==> config.mk <==
export PLATFORM = sky130hd
export DESIGN_NAME = counter_load_seq
export DESIGN_NICKNAME = d
export VERILOG_FILES = /design/src/rtl/counter_load_seq.sv
export SDC_FILE = /design/constraint.sdc
export NUM_CORES = 1
export LEC_CHECK = 0
export ABC_AREA = 1
export CELL_PAD_IN_SITES_DETAIL_PLACEMENT = 1
export CELL_PAD_IN_SITES_GLOBAL_PLACEMENT = 1
export CORE_ASPECT_RATIO = 0.9
export CORE_MARGIN = 2
export CORE_UTILIZATION = 29
export CTS_CLUSTER_DIAMETER = 80
export DETAILED_ROUTE_END_ITERATION = 8
export HOLD_SLACK_MARGIN = 0.1
export PLACE_DENSITY_LB_ADDON = 0.1
export SYNTH_ARGS = -nofsm -noshare
export SYNTH_HDL_FRONTEND = slang
export SYNTH_SLANG_ARGS = --single-unit
==> constraint.sdc <==
create_clock -name clk -period 1.88 [get_ports clk]
set_clock_uncertainty 0.05 [all_clocks]
set_input_delay 0.376 -clock clk [delete_from_list [all_inputs] [get_ports clk]]
set_output_delay 0.376 -clock clk [all_outputs]
set_load 0.01 [all_outputs]
==> src/rtl/counter_load_seq.sv <==
// Run sequencer for the load/count counter: accepts a (start, wraps) request,
// issues a one-cycle load, counts to the final terminal count, then pulses done.
module counter_load_seq #(
   parameter int WIDTH  = 3,
   parameter int WRAP_W = 4
) (
   input  logic              clk,
   input  logic              rst_n,
   input  logic              req_valid,
   output logic              req_ready,
   input  logic [WIDTH-1:0]  req_start,
   input  logic [WRAP_W-1:0] req_wraps,
   input  logic              abort,
   input  logic [WIDTH-1:0]  count_out,
   output logic              ld_enb,
   output logic [WIDTH-1:0]  data_in,
   output logic              count_enb,
   output logic              busy,
   output logic              done,
   output logic              done_err
);

   // Handshake: a request transfers on any posedge where req_valid && req_ready;
   // the requester holds req_valid and its fields stable until that edge.
   typedef enum logic [1:0] {IDLE, LOAD, RUN, DONE} state_t;

   state_t              state;
   logic [WRAP_W-1:0]   wraps_left;
   logic [WIDTH-1:0]    start_q;
   logic                err_q;
   logic                tc;
   logic                last;

   assign tc   = (count_out == {WIDTH{1'b1}});
   assign last = tc && (wraps_left == '0);

   always_ff @(posedge clk) begin
      if (!rst_n) begin
         state      <= IDLE;
         wraps_left <= '0;
         start_q    <= '0;
         err_q      <= 1'b0;
      end else begin
         case (state)
            IDLE: begin
               if (req_valid) begin
                  start_q    <= req_start;
                  wraps_left <= req_wraps;
                  err_q      <= 1'b0;
                  state      <= LOAD;
               end
            end
            LOAD: begin
               if (abort) begin
                  err_q <= 1'b1;
                  state <= DONE;
               end else begin
                  state <= RUN;
               end
            end
            RUN: begin
               // abort outranks reaching the final terminal count
               if (abort) begin
                  err_q <= 1'b1;
                  state <= DONE;
               end else if (last) begin
                  state <= DONE;
               end else if (tc) begin
                  wraps_left <= wraps_left - WRAP_W'(1);
               end
            end
            DONE:    state <= IDLE;
            default: state <= IDLE;
         endcase
      end
   end

   assign req_ready = (state == IDLE);
   assign busy      = (state == LOAD) || (state == RUN);
   assign ld_enb    = (state == LOAD) && !abort;
   assign data_in   = (state == LOAD) ? start_q : '0;
   // Combinational so the counter freezes at all-ones in the final RUN cycle.
   assign count_enb = (state == RUN) && !last && !abort;
   assign done      = (state == DONE);
   assign done_err  = (state == DONE) && err_q;

endmodule

==> summary.txt <==
Critical path type - in2out
Post-synth ARST share - 0
First-pass GRT wire length - 3.51 mm
Overflow after GRT - 0
CP Cell Sequence - clkdlybuf4s50_1, inv_1, nand2_1, o21bai_2, inv_1, clkdlybuf4s15_2
Achievable Freq - 550 MHz
Worst hold margin - 0.440 ns
Vias in the first global route - 800
# rows - 16
Core Region - 2200 um^2
Final Setup Violations - 0
Post-route DRC violation count - 0
Final WL - 2.04 mm
Cell Area, Placed - 1010 um^2
Layout net count - 165
Commonest cells post-synth - nand2_1 (24), inv_1 (19), nor2_1 (17)
H-tree depth - 1
Fin crit period - 1.82 ns
EDFF count, synth - 0
ANT cells - 0
Tcrit/Tclk final - 0.967
Layout area overhead - 54.5%
HP Class - reg2reg
Final Hold Fails - 0
Unrepaired setup endpoints after global routing - no
Reg clk slew, reported paths - 0.07 ns
Critical Path Max Stage Delay - 0.43 ns
Clock root cell - clkbuf_4
DRT iter0 DRCs - 9
Largest net degree at the start of global routing - 9
TritonCTS Sinks - 10
Post-Syn Nets - 128
Die X-Extent - 55.4 um
Post-Syn Area - 688 um^2
Number of cells on the worst reg-to-reg path - 11
Post-synthesis sequential area ratio - 0.291
Worst-Margin Slew - 0.286 ns
Max-cap violations - 0
Synth top area cells - dfxtp_1 (29%), nand2_1 (13%), ha_1 (13%)
Power Total - 1.47 mW
Post-DRT Antenna Nets - 0
Worst Hold Depth - 2
Clock tree buffer depth - 2
CP dominant cell by count - inv_1
Die Area - 2780 um^2
Drt pass-1 iters - 4
Vias - 761
Data arrival, critical path - 1.39 ns
Antenna violations before repair - 0
HPWL Detailed - 1.59 mm
CTS tree - built
Crit-path slowest cell - clkdlybuf4s50_1
Yosys top cell area share - 0.291
CTS Buf Count - 3
Layout cell share with drive strength beyond 1 - 0.210
GP Congestion - 0.705
Wire per inst - 12.0 um
Final TNS setup - 0 ns
Relative slew slack - 0.809
Distinct cells, synth - 17
Synthesized flop and latch total - 10
Cell count after synthesis - 107
Count leader, synth - nand2_1
Crit path launch type - input port
GRT Total Usage - 0.165
Outcome - finished, final reports clean
P per Cell Area - 1380 nW/um^2
Worst Path Max Fanout - 2
Worst-skew pair later-pin latency - 0.27 ns
Syn Area/Cell - 6.43 um^2
Io pins - 23
Final max-slew violation count - 0
Yosys top cell by area - dfxtp_1
Peak VDD IR - 0.000725 V
Synth Flop Type - dfxtp_1
Vias per cell - 4.48
Fin area - 1060 um^2
I/O Buffers - 22
Critical Path RT - 1.45 ns
Synth warnings - 0
Initial core utilization - 0.313
Critical path capture point type - output pin
Reg-to-reg slack, setup - 0.29 ns
LEAKAGE - 0.562 nW
Die Y - 50.2 um
-- sequential cells by signal (all words and copies together) (netlist names) --
register and count:
err_q 1, state 2, wraps_left 4, start_q 3
-- power by group --
part	switching (mW)	internal, mW	leakage, nW	total, mW
clock	0.0830	0.118	0.0210	0.201
sequential	0.0658	0.296	0.0833	0.362
combinational	0.486	0.418	0.458	0.905
-- cells in the final DEF (no fill, tap or decap) --
cell             instances
a21oi_1                  4
buf_4                   10
clkbuf_4                 3
clkbuf_8                 1
clkdlybuf4s15_1          1
clkdlybuf4s15_2          1
clkdlybuf4s50_1         13
dfxtp_1                  8
dfxtp_2                  2
dlygate4sd2_1            7
ha_1                     5
ha_2                     1
ha_4                     1
inv_1                   17
inv_2                    3
nand2_1                 24
nand2_2                  2
nand2_4                  1
nand3_1                 10
nand3_2                  1
nand3b_1                 1
nor2_1                  17
nor2_2                   2
nor3_1                   1
o21ai_0                  5
o21bai_2                 1
or2_2                    1
-- worst max-delay path: cells and delay by family --
family / cells / cell delay, ns
AOI/OAI and AO/OA: 1 / 0.19
buffers and inverters: 4 / 0.76
and+or+nand+nor: 1 / 0.06
-- layout make-up --
type | count | area (um^2)
clock buffers | 4 | 36.3
fillers | 309 | 1140
inverters | 20 | 75.1
multi-input cells | 77 | 428
flip-flops and latches | 10 | 203
well taps | 27 | 33.8
repair buffers | 32 | 288
-- final timing paths --
check                          start                         end
max reg2reg    state[0]$_SDFFE_PN0P_  wraps_left[3]$_SDFFE_PN0P_
max                            abort                   count_enb
min reg2reg  start_q[1]$_SDFFE_PN0P_     start_q[1]$_SDFFE_PN0P_
min          start_q[1]$_SDFFE_PN0P_     start_q[1]$_SDFFE_PN0P_
-- through the flow --
step	util	setup slack [ns]	instances
after CTS	0.478	0.0130	169
after global placement	0.459	-0.248	165
after floorplan	-	0.443	107
after detailed placement	0.459	-0.250	165
after global routing	0.483	0.00254	170
final	0.483	0.0612	170
-- per-layer routing --
metal | up-vias | wire (um) | share of wire | GRT usage
li1 | 400 | - | - | -
met1 | 342 | 901 | 0.44 | 0.186
met2 | 16 | 1020 | 0.50 | 0.292
met3 | 3 | 102 | 0.050 | 0.0670
met4 | 0 | 10 | 0.0049 | 0.0366
met5 | - | 0 | 0 | 0
-- kinds of logic after synthesis --
group | after synthesis | synth area share
simple gates | 60 | 0.391
compound gates | 10 | 0.0818
fa+ha+maj | 7 | 0.127
flops | 10 | 0.291
buf+inv | 20 | 0.109
-- repair_timing --
item / 4_1_cts / 5_1_grt
pin swaps: 0 / 1
gates resized for setup: 16 / 3
setup buffers: 0 / 1
endpoints found under the setup margin: 9 / 2
hold buffers: 0 / 0
No activity file was read; power rests on OpenSTA's default activity.
